--- src/rtl/uart_pkg.sv ---
// Shared UART definitions: FSM state codes, parity modes and the baud divisor helper.
// Used by both the transmitter and the matching receiver.
package uart_pkg;

  localparam int unsigned PAR_NONE = 0;
  localparam int unsigned PAR_ODD  = 1;
  localparam int unsigned PAR_EVEN = 2;

  localparam int unsigned ST_W = 3;
  typedef logic [ST_W-1:0] uart_state_t;

  localparam logic [2:0] ST_IDLE   = 3'd0;
  localparam logic [2:0] ST_START  = 3'd1;
  localparam logic [2:0] ST_DATA   = 3'd2;
  localparam logic [2:0] ST_PARITY = 3'd3;
  localparam logic [2:0] ST_STOP   = 3'd4;

  // Rounded clock cycles per bit
  function automatic int unsigned baud_div(input int unsigned clk, input int unsigned baud);
    return (clk + baud / 2) / baud;
  endfunction

endpackage

--- src/rtl/sync_fifo.sv ---
// Single-clock circular FIFO, pointers one bit wider than the address so full/empty are distinct.
// Read data is shown from the head entry without a read strobe (first-word fall-through).
module sync_fifo #(
  parameter int unsigned WIDTH = 8,
  parameter int unsigned DEPTH = 16
) (
  input  logic                   clk,
  input  logic                   rst_n,
  input  logic                   i_wr_en,
  input  logic [WIDTH-1:0]       i_wr_data,
  input  logic                   i_rd_en,
  output logic [WIDTH-1:0]       o_rd_data,
  output logic                   o_full,
  output logic                   o_empty,
  output logic [$clog2(DEPTH):0] o_level
);

  localparam int unsigned AW = $clog2(DEPTH);

  logic [WIDTH-1:0] r_mem [DEPTH];
  logic [AW:0]      r_wr_ptr;
  logic [AW:0]      r_rd_ptr;
  logic             w_push;
  logic             w_pop;

  assign w_push = i_wr_en && !o_full;
  assign w_pop  = i_rd_en && !o_empty;

  always_ff @(posedge clk or negedge rst_n) begin
    if (!rst_n) begin
      r_wr_ptr <= '0;
      r_rd_ptr <= '0;
    end else begin
      if (w_push) r_wr_ptr <= r_wr_ptr + (AW+1)'(1);
      if (w_pop)  r_rd_ptr <= r_rd_ptr + (AW+1)'(1);
    end
  end

  // Storage needs no reset; only entries between the pointers are ever read
  always_ff @(posedge clk) begin
    if (w_push) r_mem[r_wr_ptr[AW-1:0]] <= i_wr_data;
  end

  assign o_rd_data = r_mem[r_rd_ptr[AW-1:0]];
  assign o_empty   = (r_wr_ptr == r_rd_ptr);
  assign o_full    = (r_wr_ptr[AW] != r_rd_ptr[AW]) && (r_wr_ptr[AW-1:0] == r_rd_ptr[AW-1:0]);
  assign o_level   = r_wr_ptr - r_rd_ptr;

endmodule

--- src/rtl/uart_byte_tx.sv ---
// Byte-stream UART transmitter: input FIFO feeding a start/data/parity/stop serialiser.
// txd is a registered copy of the state-derived line level, so every bit lasts exactly DIV cycles.
module uart_byte_tx
  import uart_pkg::*;
#(
  parameter int unsigned CLK_FREQ   = 50000000,
  parameter int unsigned BAUD       = 115200,
  parameter int unsigned PARITY     = 0,
  parameter int unsigned STOP_BITS  = 1,
  parameter int unsigned FIFO_DEPTH = 16
) (
  input  logic                        clk_clk,
  input  logic                        reset_reset_n,
  input  logic [7:0]                  tx_data,
  input  logic                        tx_valid,
  output logic                        tx_ready,
  output logic                        txd,
  output logic                        busy,
  output logic [$clog2(FIFO_DEPTH):0] fifo_level
);

  localparam int unsigned DIV         = baud_div(CLK_FREQ, BAUD);
  localparam int unsigned CW          = $clog2(DIV);
  localparam logic [CW-1:0] BAUD_LOAD = CW'(DIV - 1);
  localparam logic [2:0] STOP_LAST    = 3'(STOP_BITS - 1);
  localparam bit ODD_PAR              = (PARITY == PAR_ODD);
  localparam bit HAS_PAR              = (PARITY == PAR_ODD) || (PARITY == PAR_EVEN);

  logic [2:0]    r_state;
  logic [7:0]    r_shreg;
  logic [2:0]    r_bitcnt;
  logic [CW-1:0] r_baudcnt;
  logic          r_par;
  logic          r_txd;

  logic [2:0]    w_state_nxt;
  logic [7:0]    w_shreg_nxt;
  logic [2:0]    w_bitcnt_nxt;
  logic [CW-1:0] w_baudcnt_nxt;
  logic          w_par_nxt;
  logic          w_txd_lvl;
  logic          w_load;
  logic          w_pop;
  logic          w_bit_end;
  logic [7:0]    w_fifo_data;
  logic          w_full;
  logic          w_empty;

  sync_fifo #(
    .WIDTH (8),
    .DEPTH (FIFO_DEPTH)
  ) u_fifo (
    .clk       (clk_clk),
    .rst_n     (reset_reset_n),
    .i_wr_en   (tx_valid),
    .i_wr_data (tx_data),
    .i_rd_en   (w_pop),
    .o_rd_data (w_fifo_data),
    .o_full    (w_full),
    .o_empty   (w_empty),
    .o_level   (fifo_level)
  );

  assign w_bit_end = (r_baudcnt == '0);

  always_ff @(posedge clk_clk or negedge reset_reset_n) begin
    if (!reset_reset_n) begin
      r_state   <= ST_IDLE;
      r_shreg   <= '0;
      r_bitcnt  <= '0;
      r_baudcnt <= '0;
      r_par     <= 1'b0;
      r_txd     <= 1'b1;
    end else begin
      r_state   <= w_state_nxt;
      r_shreg   <= w_shreg_nxt;
      r_bitcnt  <= w_bitcnt_nxt;
      r_baudcnt <= w_baudcnt_nxt;
      r_par     <= w_par_nxt;
      r_txd     <= w_txd_lvl;
    end
  end

  // Next-state, bit timing and line level; bitcnt doubles as the stop-bit counter
  always_comb begin
    w_state_nxt   = r_state;
    w_shreg_nxt   = r_shreg;
    w_bitcnt_nxt  = r_bitcnt;
    w_baudcnt_nxt = r_baudcnt;
    w_par_nxt     = r_par;
    w_txd_lvl     = 1'b1;
    w_load        = 1'b0;
    w_pop         = 1'b0;

    if (r_state != ST_IDLE) begin
      w_baudcnt_nxt = w_bit_end ? BAUD_LOAD : r_baudcnt - CW'(1);
    end

    case (r_state)
      ST_IDLE: begin
        w_txd_lvl = 1'b1;
        if (!w_empty) w_load = 1'b1;
      end
      ST_START: begin
        w_txd_lvl = 1'b0;
        if (w_bit_end) begin
          w_state_nxt  = ST_DATA;
          w_bitcnt_nxt = '0;
        end
      end
      ST_DATA: begin
        w_txd_lvl = r_shreg[0];
        if (w_bit_end) begin
          w_shreg_nxt = {1'b0, r_shreg[7:1]};
          if (r_bitcnt == 3'd7) begin
            w_bitcnt_nxt = '0;
            w_state_nxt  = HAS_PAR ? ST_PARITY : ST_STOP;
          end else begin
            w_bitcnt_nxt = r_bitcnt + 3'd1;
          end
        end
      end
      ST_PARITY: begin
        w_txd_lvl = r_par;
        if (w_bit_end) w_state_nxt = ST_STOP;
      end
      ST_STOP: begin
        w_txd_lvl = 1'b1;
        if (w_bit_end) begin
          if (r_bitcnt == STOP_LAST) begin
            if (!w_empty) w_load = 1'b1;
            else          w_state_nxt = ST_IDLE;
          end else begin
            w_bitcnt_nxt = r_bitcnt + 3'd1;
          end
        end
      end
      default: begin
        w_state_nxt = ST_IDLE;
      end
    endcase

    // Pop the next byte; parity is fixed at pop time
    if (w_load) begin
      w_pop         = 1'b1;
      w_shreg_nxt   = w_fifo_data;
      w_par_nxt     = (^w_fifo_data) ^ ODD_PAR;
      w_bitcnt_nxt  = '0;
      w_baudcnt_nxt = BAUD_LOAD;
      w_state_nxt   = ST_START;
    end
  end

  assign txd      = r_txd;
  assign tx_ready = !w_full;
  assign busy     = (r_state != ST_IDLE) || !w_empty;

endmodule

--- config.mk ---
export PLATFORM = sky130hd
export DESIGN_NAME = uart_byte_tx
export DESIGN_NICKNAME = d
export VERILOG_FILES = /design/src/rtl/uart_pkg.sv /design/src/rtl/sync_fifo.sv /design/src/rtl/uart_byte_tx.sv
export SDC_FILE = /design/constraint.sdc
export NUM_CORES = 1
export LEC_CHECK = 0
export ABC_AREA = 1
export ABC_CLOCK_PERIOD_IN_PS = 5700
export CAP_MARGIN = 20
export CORE_UTILIZATION = 50
export CTS_BUF_LIST = sky130_fd_sc_hd__clkbuf_8 sky130_fd_sc_hd__clkbuf_16
export CTS_CLUSTER_DIAMETER = 60
export CTS_CLUSTER_SIZE = 40
export DETAILED_ROUTE_END_ITERATION = 6
export GPL_ROUTABILITY_DRIVEN = 1
export GPL_TIMING_DRIVEN = 0
export PLACE_DENSITY_LB_ADDON = 0.15
export SETUP_SLACK_MARGIN = 0.4
export SKIP_LAST_GASP = 1
export SLEW_MARGIN = 25
export SYNTH_ARGS = -nofsm -noshare
export SYNTH_HDL_FRONTEND = slang
export SYNTH_SLANG_ARGS = --single-unit
--- constraint.sdc ---
create_clock -name clk_clk -period 5.7 [get_ports clk_clk]
set_input_delay 0.57 -clock clk_clk [delete_from_list [all_inputs] [get_ports clk_clk]]
set_output_delay 0.57 -clock clk_clk [all_outputs]
set_load 0.02 [all_outputs]
==> results of run 1 <==
worst max-delay path, stage by stage, from the launching register on:
cell and delay (ns):
dfrtp_1 0.41, buf_2 0.26, inv_2 0.12, buf_2 0.23, ha_1 0.31, inv_1 0.05, nor2_1 0.15, nand2_2 0.14
nor2_4 0.21, inv_2 0.11, clkdlybuf4s50_1 0.55
cell families after synthesis:
group | after synthesis | synth area share
flip-flops | 163 | 0.609
buffers and inverters | 152 | 0.0866
AND/OR/NAND/NOR | 418 | 0.223
XOR/XNOR | 14 | 0.0158
adder cells (fa/ha/maj) | 15 | 0.0252
AO/OA/AOI/OAI | 51 | 0.0403
metrics by stage:
stage | utilization | hold slack [ns] | setup WS, ns | instances | cell area, um2
2_1_floorplan | - | 0.274 | 3.11 | 813 | 7760
3_3_place_gp | 0.540 | 0.472 | 2.52 | 1019 | 8170
3_5_place_dp | 0.541 | 0.452 | 2.44 | 1020 | 8190
4_1_cts | 0.578 | 0.00258 | 2.13 | 1052 | 8760
5_1_grt | 0.578 | 0.00337 | 1.90 | 1052 | 8760
6_report | 0.578 | 0.00876 | 2.16 | 1052 | 8760
final cells by class:
cell class	count	area (um2)
Fill cell	1317	6390
Sequential cell	163	4720
Multi-Input combinational cell	498	2360
Inverter	126	477
Clock buffer	17	425
Tap cell	188	235
Timing Repair Buffer	19	195
Buffer	26	195
Clock inverter	15	145
placed cells by master, fill, tap and decap left out, types with 5 or more instances in the layout:
| master | n |
|---|---|
| inv_1 | 118 |
| edfxtp_1 | 128 |
| nor2_1 | 75 |
| o21ai_0 | 21 |
| xor2_1 | 11 |
| buf_6 | 9 |
| buf_2 | 13 |
| inv_6 | 5 |
| ha_1 | 14 |
| clkdlybuf4s50_1 | 17 |
| o21ai_1 | 9 |
| nand2_1 | 256 |
| clkbuf_16 | 17 |
| dfrtp_1 | 34 |
| nand3_1 | 67 |
power by group through the flow:
stage | sequential, W | clock, W | combinational, W
after floorplan | 0.00145 | 0 | 0.000284
after global placement | 0.00146 | 0 | 0.000447
after detailed placement | 0.00146 | 0 | 0.000459
after CTS | 0.00144 | 0.00112 | 0.000460
after global routing | 0.00144 | 0.00117 | 0.000509
final | 0.00143 | 0.00110 | 0.000458
metal layers:
layer / wire (um) / share of wire
met4: 306 / 0.017
met3: 1040 / 0.058
met1: 8160 / 0.46
met2: 8290 / 0.47
met5: 0 / 0
registers in the layout, indices dropped and copies added (netlist names):
register and cells:
txd 1, u_fifo.r_mem 128, r_state 3, u_fifo.r_rd_ptr 5, r_par 1, r_bitcnt 3
u_fifo.r_wr_ptr 5, r_baudcnt 9, r_shreg 8
final timing paths:
path                                     from             endpoint  slack, ns  cells after the start
hold reg to reg            u_fifo.r_rd_ptr[4]   u_fifo.r_rd_ptr[4]       0.49                      1
setup / recovery           u_fifo.r_rd_ptr[1]                 busy       2.16                     10
min in group clk_clk       u_fifo.r_rd_ptr[4]   u_fifo.r_rd_ptr[4]       0.49                      1
setup reg to reg           u_fifo.r_rd_ptr[3]  u_fifo.r_mem[15][3]       2.43                     10
max in group asynchronous       reset_reset_n                  txd       5.20                      2
hold / removal                  reset_reset_n   u_fifo.r_wr_ptr[1]      0.009                      1
==> run summary, run 1 <==
outcome - completed
Net Switching - 0.000827 W
initial DRC count - 341
Synthesis Warnings - 0
Initial Util - 0.512
CP required - 5.13 ns
Leak - 3.87 nW
Mapped Avg Cell Area - 9.54 um2
Post-Syn Instances - 813
area grow syn2layout - 12.9%
PwrDens - 342 nW/um2
Tmin final - 3.54 ns
antenna-violating nets left - 0
Distinct cells, synth - 42
Max Slew Vio Count - 0
sequential element share of the synthesized area - 0.609
Ant. Diodes - 0
overall routed net length - 17.8 mm
hold buffer count at cts - 0
area of the mapped netlist - 7760 um2
core area - 15,100 um2
die width - 127 um
antenna violations before repair - 0
placed wire-length estimate - 12.3 mm
htree depth - 4
die area - 16,000 um2
vias post-DR - 5,468
Hold Fails Final Rpt - 0
switching share of power - 0.276
# clock sinks - 163
MaxCap Viol Count - 0
met3 Usage GRT - 0.0628
CTS Buf Count - 17
Longest Clk Path Bufs - 2
HP Class - in2async
relative slew slack - 0.339
most frequent cell after synthesis - nand2_1
GR Util met1 - 0.329
critical path capture point type - output port
register share of total power - 0.479
Synth Flop Type - edfxtp_1
final net count - 877
Max Freq - 0.282 GHz
drt drc - 0
Most Crowded Layer GR - met2
CTS clk-pin slew, worst paths - 0.06 ns
Die Height - 127 um
Mapped Nets - 839
Slew @ Worst Pin - 0.987 ns
startpoint class of the critical path - register
Top Ports - 19
met2 usage - 0.379
cell-internal power - 0.00217 W
Yosys top cell area share - 0.496
top cells by area, synth - edfxtp_1, nand2_1, dfrtp_1, inv_1, nand3_1
top cell type by total area after synthesis - edfxtp_1
synth cell count leaders - nand2_1, edfxtp_1, inv_1, nor2_1, nand3_1
FFs w/ async S/R, synth - 0.215
wire length of the first global-routing pass - 28.6 mm
Layout Skew - 0.00852 ns
largest net degree at the start of global routing - 28
VDD IR-drop max - 0.262 mV
CP max FO - 10
DRT Pass-1 Iters - 4
CTS root buffer - clkbuf_16
gr usage total - 0.240
number of global-route vias before repair - 5,270
# resized after CTS - 0
Post-CTS Setup Inserts - 0
Power Total - 0.00300 W
Placer Congestion - 0.843
combinational power share - 0.153
layout cells sized above 1 - 0.0949
Worst Path Arrival - 2.97 ns
Final Cycle Share - 0.621
Clk pwr share - 0.368
Post-synth EDFFs - 128
final setup fails - 0
kind of critical path - reg2out
WL per Instance - 16.9 um
Setup TNS - 0 ns
GRT overflow - 0
RSZ-0062 raised after global routing - false
Row Count - 45
port bufs - 18
CTS tree - yes
#FFs+latches synth - 163
vias per cell - 5.20
Worst-Skew Late Latency - 0.43 ns
Note: power is estimated with default switching activity, not from simulation.
==> inputs of run 2 (changes only) <==
--- a/config.mk
+++ b/config.mk
@@ -6,7 +6,7 @@
 export NUM_CORES = 1
 export LEC_CHECK = 0
 export ABC_AREA = 1
-export ABC_CLOCK_PERIOD_IN_PS = 5700
+export ABC_CLOCK_PERIOD_IN_PS = 3700
 export CAP_MARGIN = 20
 export CORE_UTILIZATION = 50
 export CTS_BUF_LIST = sky130_fd_sc_hd__clkbuf_8 sky130_fd_sc_hd__clkbuf_16
==> constraint.sdc (replaced) <==
create_clock -name clk_clk -period 3.7 [get_ports clk_clk]
set_input_delay 0.37 -clock clk_clk [delete_from_list [all_inputs] [get_ports clk_clk]]
set_output_delay 0.37 -clock clk_clk [all_outputs]
set_load 0.02 [all_outputs]
==> run 2 against run 1 <==
  * Routed wire length is 0.19% lower
  * Utilization is 0.18 points higher
  * Highest routed layer unchanged
  * Worst hold slack better by 0.34 ns
  * Largest power group unchanged
  * Critical path type unchanged
  * Sequential cell count stayed put
  * Count of clock-buffer cells in the layout stayed put
  * First-iteration DRC count is 13% higher
  * Design area is 0.31% higher
  * Critical endpoint unchanged
  * Die area stayed put
  * Final cell count hardly changed
==> run summary, run 2 (synthesis gave the netlist of run 1 again) <==
outcome - completed
multi-input logic area - 2370 um2
Worst-Skew Late Latency - 0.43 ns
Non-Filler Instances - 1,053
R2R cell count - 11
Crit path largest cell delay - 0.55 ns
Tmin final - 3.27 ns
vias per cell - 5.19
CP dominant cell by count - inv_2
r2r endpoint - u_fifo.r_mem[14][6]
Layout Skew - 0.00822 ns
register share of total power - 0.479
placed wire-length estimate - 12.3 mm
CTS clk-pin slew, worst paths - 0.06 ns
GRT overflow - 0
layout cells sized above 1 - 0.101
register area - 4720 um2
relative slew slack - 0.406
# fillers - 1,317
Max Slew Vio Count - 0
die width - 127 um
wire length of the first global-routing pass - 28.6 mm
max reg flops - 128
CTS root buffer - clkbuf_16
gr usage total - 0.240
reg2reg setup slack - 0.59 ns
port bufs - 18
antenna violations before repair - 0
Row Count - 45
# clock sinks - 163
final net count - 878
CTS Buf Count - 17
switching share of power - 0.277
largest net degree at the start of global routing - 28
WL per Instance - 16.9 um
Critical-path top delay cell - clkdlybuf4s50_1
final setup fails - 0
startpoint class of the critical path - register
overall routed net length - 17.8 mm
kind of critical path - reg2out
CP top delay family - buffers and inverters
Die Height - 127 um
Clk pwr share - 0.368
Ant. Diodes - 0
commonest non-fill, non-tap cell in the layout - nand2_1
number of global-route vias before repair - 5,282
cell-internal power - 0.00334 W
antenna-violating nets left - 0
VDD IR-drop max - 0.405 mV
beginning of the worst register-to-register path - u_fifo.r_rd_ptr[1]
CP required - 3.33 ns
vias post-DR - 5,469
Top Ports - 19
crit path cell chain - buf_4, inv_2, buf_2, ha_1, inv_1, nor2_1, nand2_2, nor2_4, inv_2, clkdlybuf4s50_1
Longest Clk Path Bufs - 2
CP max FO - 10
CTS tree - yes
RSZ-0062 raised after global routing - true
Worst Path Arrival - 2.90 ns
htree depth - 4
DRT Pass-1 Iters - 4
initial DRC count - 385
Leak - 3.88 nW
MaxCap Viol Count - 0
Placer Congestion - 0.843
Setup TNS - 0 ns
die area - 16,000 um2
core area - 15,100 um2
Max Freq - 0.306 GHz
Initial Util - 0.512
drt drc - 0
dpl cells - 1,020
most frequent cells in the layout - nand2_1, edfxtp_1, inv_1
Net Switching - 0.00128 W
Final Cycle Share - 0.883
Slew @ Worst Pin - 0.887 ns
area grow syn2layout - 13.3%
Hold Fails Final Rpt - 0
WP buf/inv - 6
HP Class - in2async
combinational power share - 0.153
critical path capture point type - output port
PwrDens - 526 nW/um2
run 2: area by class of cell:
type | count | share of cell area
inverter | 126 | 0.0547
multi-input combinational | 498 | 0.270
timing repair buffer | 20 | 0.0236
tap | 188 | 0.0268
buffer | 26 | 0.0226
clock buffer | 17 | 0.0484
sequential | 163 | 0.537
clock inverter | 15 | 0.0165
run 2: stage by stage:
step                      instance area [um2]  setup slack [ns]  total power [W]  hold WS [ns]  utilization
after CTS                                8770             0.409          0.00464         0.336        0.579
after global routing                     8780             0.230          0.00482         0.361        0.580
final                                    8780             0.431          0.00462         0.344        0.580
after global placement                   8170             0.520          0.00293         0.472        0.540
after detailed placement                 8190             0.441          0.00296         0.252        0.541
after floorplan                          7760              1.11          0.00267        0.0744            -
run 2: what timing repair did:
item / 4_1_cts / 5_1_grt
endpoints found under the hold margin: 8 / 0
hold buffers: 1 / 0
buffers inserted: 0 / 0
setup endpoints to repair: 1 / 23
gates resized for setup: 2 / 5
run 2: worst max-delay path by stage:
stage / start / end / depth (start not counted)
after floorplan: u_fifo.r_rd_ptr[3] / u_fifo.r_mem[15][0] / 10
after global placement: u_fifo.r_rd_ptr[3] / u_fifo.r_mem[15][3] / 10
after detailed placement: u_fifo.r_rd_ptr[3] / u_fifo.r_mem[15][2] / 10
after CTS: u_fifo.r_rd_ptr[2] / busy / 8
after global routing: u_fifo.r_rd_ptr[1] / busy / 10
final: u_fifo.r_rd_ptr[1] / busy / 10
run 2: worst reg2reg max path: stages (launching register included):
cell and delay [ns]:
dfrtp_1 0.43, buf_4 0.20, inv_2 0.13, buf_2 0.29
ha_1 0.28, inv_1 0.08, nor2_1 0.06, nand2_1 0.08
nand2_1 0.08, inv_1 0.17, nand2_1 0.21, nor2_1 0.73
run 2: layer usage:
layer / global-route usage / vias to the layer above / wire (um) / share of wire
li1: - / 2691 / - / -
met2: 0.380 / 150 / 8300 / 0.47
met1: 0.329 / 2609 / 8000 / 0.45
met4: 0.0652 / 0 / 288 / 0.016
met3: 0.0628 / 19 / 1170 / 0.066
met5: 0 / - / 0 / 0
run 2: power by group through the flow:
stage                     registers, W  logic [W]  clock network (W)
final                          0.00221   0.000709            0.00170
after global routing           0.00222   0.000788            0.00180
after CTS                      0.00221   0.000709            0.00172
after detailed placement       0.00225   0.000707                  0
after global placement         0.00224   0.000688                  0
after floorplan                0.00223   0.000437                  0
